`config.mk`:
```
export PLATFORM = sky130hd
export DESIGN_NAME = mux_arbiter
export DESIGN_NICKNAME = d
export VERILOG_FILES = /design/src/rtl/mux_arb_pkg.sv /design/src/rtl/mux_arb_hold_cnt.sv /design/src/rtl/mux_arbiter.sv
export SDC_FILE = /design/constraint.sdc
export NUM_CORES = 1
export LEC_CHECK = 0
export CAP_MARGIN = 15
export CORE_UTILIZATION = 24
export CTS_CLUSTER_DIAMETER = 150
export DETAILED_ROUTE_END_ITERATION = 12
export HOLD_SLACK_MARGIN = 0.03
export PLACE_DENSITY = 0.82
export SLEW_MARGIN = 10
export SYNTH_ARGS = -nofsm -noshare
export SYNTH_HDL_FRONTEND = slang
export SYNTH_SLANG_ARGS = --single-unit
```
`constraint.sdc`:
```
create_clock -name clk -period 1 [get_ports clk]
set_clock_uncertainty 0.05 [all_clocks]
set_input_delay 0.1 -clock clk [delete_from_list [all_inputs] [get_ports clk]]
set_output_delay 0.1 -clock clk [all_outputs]
set_load 0.05 [all_outputs]
```
`src/rtl/mux_arb_pkg.sv`:
```
// Shared types and default constants for the two-requester mux arbiter.
package mux_arb_pkg;

  localparam int unsigned WIDTH_DEFAULT    = 8;
  localparam int unsigned MAX_HOLD_DEFAULT = 15;
  localparam int unsigned CNT_W            = 8;

  typedef enum logic [1:0] {
    IDLE = 2'd0,
    GNT0 = 2'd1,
    GNT1 = 2'd2
  } arb_state_t;

endpackage

```
`src/rtl/mux_arb_hold_cnt.sv`:
```
// Grant hold counter: clears on each new grant, counts while granted,
// saturates at MAX_HOLD-1 and flags that limit.
module mux_arb_hold_cnt
  import mux_arb_pkg::*;
#(
  parameter int unsigned MAX_HOLD = MAX_HOLD_DEFAULT
) (
  input  logic clk,
  input  logic rst,
  input  logic clr,
  input  logic en,
  output logic at_max_c
);

  localparam logic [CNT_W-1:0] LIMIT = CNT_W'(MAX_HOLD - 1);

  logic [CNT_W-1:0] cnt;

  always_ff @(posedge clk) begin
    if (rst || clr) begin
      cnt <= '0;
    end else if (en && (cnt != LIMIT)) begin
      cnt <= cnt + CNT_W'(1);
    end
  end

  assign at_max_c = (cnt == LIMIT);

endmodule

```
`src/rtl/mux_arbiter.sv`:
```
// Two-requester arbiter driving a shared 2:1 mux, round-robin on ties.
// Define ARB_TIMEOUT_EN to bound a grant to MAX_HOLD cycles when contended.
module mux_arbiter
  import mux_arb_pkg::*;
#(
  parameter int unsigned WIDTH    = WIDTH_DEFAULT,
  parameter int unsigned MAX_HOLD = MAX_HOLD_DEFAULT
) (
  input  logic             clk,
  input  logic             rst,
  input  logic             req0,
  input  logic             req1,
  input  logic             done,
  input  logic [WIDTH-1:0] d0,
  input  logic [WIDTH-1:0] d1,
  output logic             gnt0,
  output logic             gnt1,
  output logic             sel,
  output logic [WIDTH-1:0] y,
  output logic             busy,
  output logic             timeout
);

  if ((MAX_HOLD < 1) || (MAX_HOLD > 255)) begin : g_bad_max_hold
    $error("mux_arbiter: MAX_HOLD must be in 1..255");
  end

  arb_state_t state;
  logic       last;     // 1: requester 1 was served most recently
  logic       go0_c;
  logic       go1_c;
  logic       force_c;

  // Next-grant decision; a releasing requester can only hand over or idle.
  always_comb begin
    go0_c = 1'b0;
    go1_c = 1'b0;
    case (state)
      IDLE: begin
        if (req0 && (!req1 || last)) begin
          go0_c = 1'b1;
        end else if (req1) begin
          go1_c = 1'b1;
        end
      end
      GNT0: begin
        if (!req0 || done || force_c) begin
          go1_c = req1;
        end else begin
          go0_c = 1'b1;
        end
      end
      GNT1: begin
        if (!req1 || done || force_c) begin
          go0_c = req0;
        end else begin
          go1_c = 1'b1;
        end
      end
      default: begin
        go0_c = 1'b0;
        go1_c = 1'b0;
      end
    endcase
  end

  // State register and registered grant outputs.
  always_ff @(posedge clk) begin
    if (rst) begin
      state <= IDLE;
      gnt0  <= 1'b0;
      gnt1  <= 1'b0;
      sel   <= 1'b0;
      busy  <= 1'b0;
      last  <= 1'b1;
    end else begin
      if (go0_c) begin
        state <= GNT0;
      end else if (go1_c) begin
        state <= GNT1;
      end else begin
        state <= IDLE;
      end
      gnt0 <= go0_c;
      gnt1 <= go1_c;
      sel  <= go1_c;
      busy <= go0_c | go1_c;
      if (go0_c) begin
        last <= 1'b0;
      end else if (go1_c) begin
        last <= 1'b1;
      end
    end
  end

`ifdef ARB_TIMEOUT_EN
  logic at_max_c;
  logic grant_edge_c;
  logic timeout_q;

  assign grant_edge_c = (go0_c && (state != GNT0)) || (go1_c && (state != GNT1));

  // Forced handover only when the grantee would otherwise keep the path.
  assign force_c = at_max_c &&
                   (((state == GNT0) && req0 && !done && req1) ||
                    ((state == GNT1) && req1 && !done && req0));

  mux_arb_hold_cnt #(
    .MAX_HOLD (MAX_HOLD)
  ) u_hold_cnt (
    .clk      (clk),
    .rst      (rst),
    .clr      (grant_edge_c),
    .en       (state != IDLE),
    .at_max_c (at_max_c)
  );

  always_ff @(posedge clk) begin
    if (rst) begin
      timeout_q <= 1'b0;
    end else begin
      timeout_q <= force_c;
    end
  end

  assign timeout = timeout_q;
`else
  assign force_c = 1'b0;
  assign timeout = 1'b0;
`endif

  assign y = sel ? d1 : d0;

endmodule

```
### After elaboration in Yosys (flattened, before gate mapping)

Index checks and enable logic that the tools add are counted.

| storage, ports and cells | value |
|---|---|
| bits in registers | 6 |
| latch bits | 0 |
| memory bits (writable) | 0 |
| ROM bits | 0 |
| bits of input ports | 21 |
| output and inout port bits | 13 |
| logic and storage cells | 32 |
| memories | 0 |

| operators by class | value |
|---|---|
| add/sub/neg operators | 0 |
| multiply operators | 0 |
| div/mod/pow operators | 0 |
| order comparisons | 0 |
| eq/ne operators | 2 |
| shift-type cells | 0 |
| mux-type cells | 14 |
| bitwise logic cells | 1 |
| reduce and logical (&&, ||, !) cells | 9 |

Operators by type and width:

| cell | number |
|---|---|
| 1-bit 2-to-1 mux | 10 |
| 8-bit 2-to-1 mux | 1 |
| 1-bit case mux with 3 select lines | 2 |
| 1-bit logical OR | 3 |
| 2-bit by 1-bit equality test with 1-bit output (second input constant) | 1 |
| 2-bit equality test (second input constant) | 1 |
| 1-bit logical NOT | 2 |
| 2-bit logical NOT | 1 |
| 2-bit 2-to-1 mux | 1 |
| 2-bit nonzero test | 1 |
| 2-bit OR reduction | 1 |
| 1-bit logical AND | 1 |
| 1-bit bitwise OR | 1 |

### Logic depth before layout (Yosys ltp)

| logic depth | value |
|---|---|
| depth in word-level cells | 7 |
| depth in mapped cells | 4 |
| mapped depth without buffers | 4 |

### Worst setup path before layout

OpenSTA, ideal clock, no wires.

| timing | value |
|---|---|
| kind | register to output |
| start point | register sel |
| end point | output port y[0] |
| arrival time | 1.444 ns |
| data required time | 0.850 ns |
| setup slack | -0.594 ns |
| cell stages (with the launch flop) | 3 |
| path buffers | 1 |
| path through | dfxtp_1 -> buf_2 -> mux2_1 |

| on the way | value |
|---|---|
| word-level cells in the longest chain between the ends | 1 |

RTL lines:

| element | RTL line | text |
|---|---|---|
| start, declared | mux_arbiter.sv:18 | `output logic sel,` |
| start signal, assigned | mux_arbiter.sv:86 | `sel <= go1_c;` |
| 8-bit 2-to-1 mux | mux_arbiter.sv:132 | `assign y = sel ? d1 : d0;` |
| end, declared | mux_arbiter.sv:19 | `output logic [WIDTH-1:0] y,` |

No other way between the ends.

### Worst setup path in the final report

| timing | value |
|---|---|
| start point | register sel |
| end point | output port y[4] |

The elaborated chain is that of the path after synthesis.

==> flow_summary.json <==
{
  "cts_inserted_buffers": 3,
  "p_sw_share_pct": 34.2,
  "ys_ff_latch": 5,
  "ys_types": 13,
  "holdWs_ns": 0.504,
  "num_rows": 12,
  "hold_viol_final": 0,
  "hold_buffers": 0,
  "outcome": "complete, but fails checks",
  "antenna_found_initial": 0,
  "cts_tree": "done",
  "die_x_um": 38.7,
  "setup_viol": 14,
  "synth-simple-area-share_pct": 16.2,
  "antenna_cells": 0,
  "die_area_um2": 1500,
  "rsz0062_at_grt": "true",
  "internal_power_uw": 695,
  "grt_overflow": 0,
  "grt_use_total_pct": 14.4,
  "drc": 0,
  "syn_nets": 55,
  "grt_pass1_wl_mm": 1.47,
  "port_buffers": 32,
  "routedWlPerCell_um": 12.2,
  "power.density_nw_per_um2": 1160,
  "clock_power_share_pct": 20.7,
  "final_util_pct": 76.9,
  "yosys.area_share.xor_xnor_pct": 0,
  "period_minus_slack_ns": 1.30,
  "peakVddDrop_uv": 951,
  "first_global_vias": 345,
  "syn_area_um2": 324,
  "start_kind": "register",
  "finalWeightedCongestion": 0.782,
  "switchingPower_uw": 361,
  "crit_type": "reg2out",
  "synth.area.mux_share_pct": 27.8,
  "layout_common_cells": "clkdlybuf4s50_1, buf_12, mux2_4, buf_4",
  "firstDrtPassIters": 4,
  "min_period_over_period_pct": 130,
  "yosysWarnings": 0,
  "post-cts-setup-buffers": 0,
  "violations": "setup timing",
  "dp_slack_ns": -0.333,
  "ctsHtreeMaxLevel": 1,
  "synth_fa_ha_area_share_pct": 0,
  "pwr-share-comb_pct": 55.6,
  "max_freq_mhz": 769,
  "ioPinCount": 34,
  "drive_gt1_share_pct": 59.7,
  "nNetsFinal": 94,
  "ant_nets": 0,
  "synthCells": 34,
  "start_util_pct": 27.3,
  "min_path_type": "in2reg",
  "dp_cells": 82,
  "finalNonFillerCells": 86,
  "ys_seq_area_share_pct": 30.9,
  "crit_fanout": 9,
  "hpwlAfterDp_um": 850,
  "arrival_ns": 1.15,
  "setup_ws_ns": -0.301,
  "leakage_uw": 0.000382,
  "seqPwrFrac_pct": 23.6,
  "avgSynthCellArea_um2": 9.53,
  "required_ns": 0.85,
  "cts_num_sinks": 5,
  "die_h_um": 38.7,
  "clk_pin_slew_worst_paths_ns": 0.04,
  "vias": 390,
  "grt_max_degree": 10,
  "drtIter0Drc": 3,
  "end_kind": "output port",
  "total_power_uw": 1060,
  "viasPerCell": 4.53,
  "clk_latency_ns": 0.23,
  "synth_compound_area_share_pct": 17.8,
  "clock-root-buffer": "clkbuf_4",
  "routed_wl_mm": 1.05,
  "slew_violations": 0,
  "drv_cap": 0,
  "synth_top_family_by_area": "multiplexers",
  "area_growth_pct": 181,
  "coreArea_um2": 1190,
  "clockBufferDepth": 2,
  "layout_commonest_cell": "clkdlybuf4s50_1"
}
## final timing paths
path,start,endpoint,slack [ns],cells past startpoint
max,sel,y[4],-0.30,2
min,rst,state[1],0.50,2
max reg2reg,state[1],last,-0.06,4
min reg2reg,last,last,0.56,2
## per-layer routing
layer,track usage [%],share of wire (%)
met3,4.62,6.9
met5,0,0
met1,15.2,40
met4,2.59,0
met2,27.5,53
## per-stage QoR
stage,TNS [ns],instance area (um2)
floorplan,-1.20,385
global placement,-1.98,851
detailed placement,-2.23,851
CTS,-2.89,893
global route,-3.38,912
finish,-2.80,912
## power groups by stage
stage	combinational (uW)	sequential, uW	clock, uW
detailed placement	569	248	0
CTS	578	251	226
global placement	561	248	0
finish	588	250	219
floorplan	263	268	0
global route	608	252	247
## state kept, by name, summed over array words and instances, names as in the netlist
register,cells
state,1
last,1
gnt0,1
busy,1
sel,1
## final cells by class
cell class / instances / area (um2)
well taps: 14 / 17.5
repair buffers: 37 / 480
fillers: 77 / 274
clock buffers: 4 / 26.3
multi-input cells: 26 / 275
flip-flops and latches: 5 / 113
## Yosys cell counts
master,count,area share [%]
conb_1,1,1.2
nand2_1,2,2.3
a2bb2oi_2,1,4.6
dfxtp_1,5,31
nor2_1,4,4.6
buf_2,1,1.5
mux2_1,8,28
and3_4,1,3.5
a21oi_1,3,4.6
o21ai_2,2,5.4
nand2b_1,3,5.8
buf_4,2,4.6
o211a_1,1,3.1
## worst max-delay path: stages, from the launching register on
cell and delay, ns:
dfxtp_4 0.43, mux2_4 0.33, buf_12 0.15
## logic make-up after synthesis
logic type | Yosys count
multiplexers | 8
AO/OA/AOI/OAI | 7
flip-flops | 5
buffers and inverters | 3
AND/OR/NAND/NOR | 10
other | 1
## repair_timing
item | in CTS | in global routing
gates resized for setup | 6 | 5
endpoints found under the setup margin | 16 | 15
pin swaps | 4 | 3
Note: power is estimated with default switching activity, not from simulation.
==> variant, RTL diff (same flow settings) <==
The package constant `WIDTH_DEFAULT` goes from 8 to 10.
--- a/src/rtl/mux_arb_pkg.sv
+++ b/src/rtl/mux_arb_pkg.sv
@@ -2,5 +2,5 @@
 package mux_arb_pkg;
 
-  localparam int unsigned WIDTH_DEFAULT    = 8;
+  localparam int unsigned WIDTH_DEFAULT    = 10;
   localparam int unsigned MAX_HOLD_DEFAULT = 15;
   localparam int unsigned CNT_W            = 8;
Ports: changed (resized d0, d1 and y); port bits go from 34 to 40. No check against the original RTL was run, so the function may have changed too.
==> variant against the original RTL <==
Via count is 17% higher. Power is 13% higher. Cell area increased by 18%. Clock power grew 9%. Routed wire length grew 27%. Sequential cell count unchanged. Synthesized area rose by 6.9%. Critical endpoint is now y[6]. Combinational power is 22% higher. The flow still finishes with violations (setup timing). Largest power group unchanged. Fmax fell by 4.4%. Worst setup slack lost 0.060 ns.
==> variant: results (changes against the original RTL) <==
- Peak fanout along the critical path: 5 (was 9)
- Endpoints failing setup: 17 (was 14)
- Top Layer Used: met4 (was met3)
- Setup slack after layout: -0.3611 ns (was -0.3012 ns)
- Synth top area cells: dfxtp_1 29%, mux2_1 26%, mux2_2 6.5% (was dfxtp_1 31%, mux2_1 28%, nand2b_1 5.8%)
- Met1 usage in global routing: 0.1477 (was 0.1522)
- Worst-case vdd ir drop: 0.8344 mV (was 0.9506 mV)
- Outcome: finished with violations (unchanged)
- Vias per cell: 4.616 (was 4.535)
- Detailed placer's ending HPWL: 987.5 um (was 850.3 um)
- Share of final-layout standard cells stronger than drive strength 1: 0.5952 (was 0.5972)
- Largest net degree at the start of global routing: 7 (was 10)
- Global-route usage over all layers: 0.1767 (was 0.1444)
- Final routed wire length divided by cell count: 13.47 um (was 12.24 um)
- Routability congestion estimate: 0.7132 (was 0.7815)
- Yosys cell types: 14 (was 13)
- Number of nets in the final layout: 110 (was 94)
- Vias in the first global route: 425 (was 345)
- WL met3: 115 um (was 73 um)
- Met3 track demand over resource: 0.07222 (was 0.04624)
- Part of the power in the clock network: 0.199 (was 0.207)
- Metal1 wirelength: 424 um (was 417 um)
- Post-synth net total: 61 (was 55)
- Iter 0 DRT Violations: 0 (was 3)
- Met2 wirelength from detailed routing: 780 um (was 562 um)
- Total Neg Setup Slack: -4.159 ns (was -2.804 ns)
- Latest clock arrival within the worst-skew pair: 0.25 ns (was 0.23 ns)
- Max stage delay on crit path: 0.36 ns (was 0.43 ns)
- Failing checks: setup timing (unchanged)
- NetSw: 427.2 uW (was 360.9 uW)
- Endpoint arrival time on the critical path: 1.21 ns (was 1.15 ns)
- Part of the total power dissipated in sequential elements: 0.202 (was 0.236)
- Port-buffer cells: 38 (was 32)
- Cts bufs inserted: 3 (unchanged)
- Leak Pwr: 0.0004580 uW (was 0.0003822 uW)
==> variant: changes by cell type after synthesis, sizes merged <==
cell / unedited run / this run
mux2: 8 / 10
==> variant: path summary, 6_finish.rpt <==
check	slack (ns)	endpoint	start	cells after the start
hold / removal	0.49	sel	rst	2
setup / recovery	-0.36	y[6]	sel	3
setup reg to reg	-0.09	last	state[1]	4
hold reg to reg	0.55	last	last	2
==> variant: worst reg2reg max path: cells and delay by family, from the launching register on <==
kind	cells	cell delay [ns]
AOI/OAI and AO/OA	2	0.27
and+or+nand+nor	2	0.31
DFF	1	0.35
==> variant: kinds of logic (layout without fill, tap and decap cells) <==
| kind of cell | count (synthesis) | after routing | synth area share |
|---|---|---|---|
| muxes | 10 | 10 | 0.3249 |
| buffers and inverters | 3 | 51 | 0.05774 |
| AOI/OAI and AO/OA | 7 | 7 | 0.1660 |
| DFF | 5 | 5 | 0.2888 |
| and+or+nand+nor | 10 | 10 | 0.1516 |
| other | 1 | 1 | 0.01082 |
==> variant: what timing repair did <==
item / 4_1_cts / 5_1_grt
pin swaps: 3 / 3
resized for setup: 8 / 5
endpoints found under the setup margin: 18 / 18
buffers inserted: 4 / 1
==> variant: cell type report <==
cell class / count / area [um^2] / area share
Timing Repair Buffer: 47 / 606.8 / 0.5646
Multi-Input combinational cell: 28 / 310.3 / 0.2887
Sequential cell: 5 / 112.6 / 0.1048
Clock buffer: 4 / 26.28 / 0.02445
Tap cell: 15 / 18.77 / 0.01746
==> variant: stage by stage <==
step / area [um^2] / std cells / setup slack [ns]
floorplan: 415.4 / 36 / -0.1424
global placement: 954.7 / 90 / -0.2905
detailed placement: 954.7 / 90 / -0.3331
CTS: 1044 / 98 / -0.3544
global route: 1075 / 99 / -0.3946
finish: 1075 / 99 / -0.3611
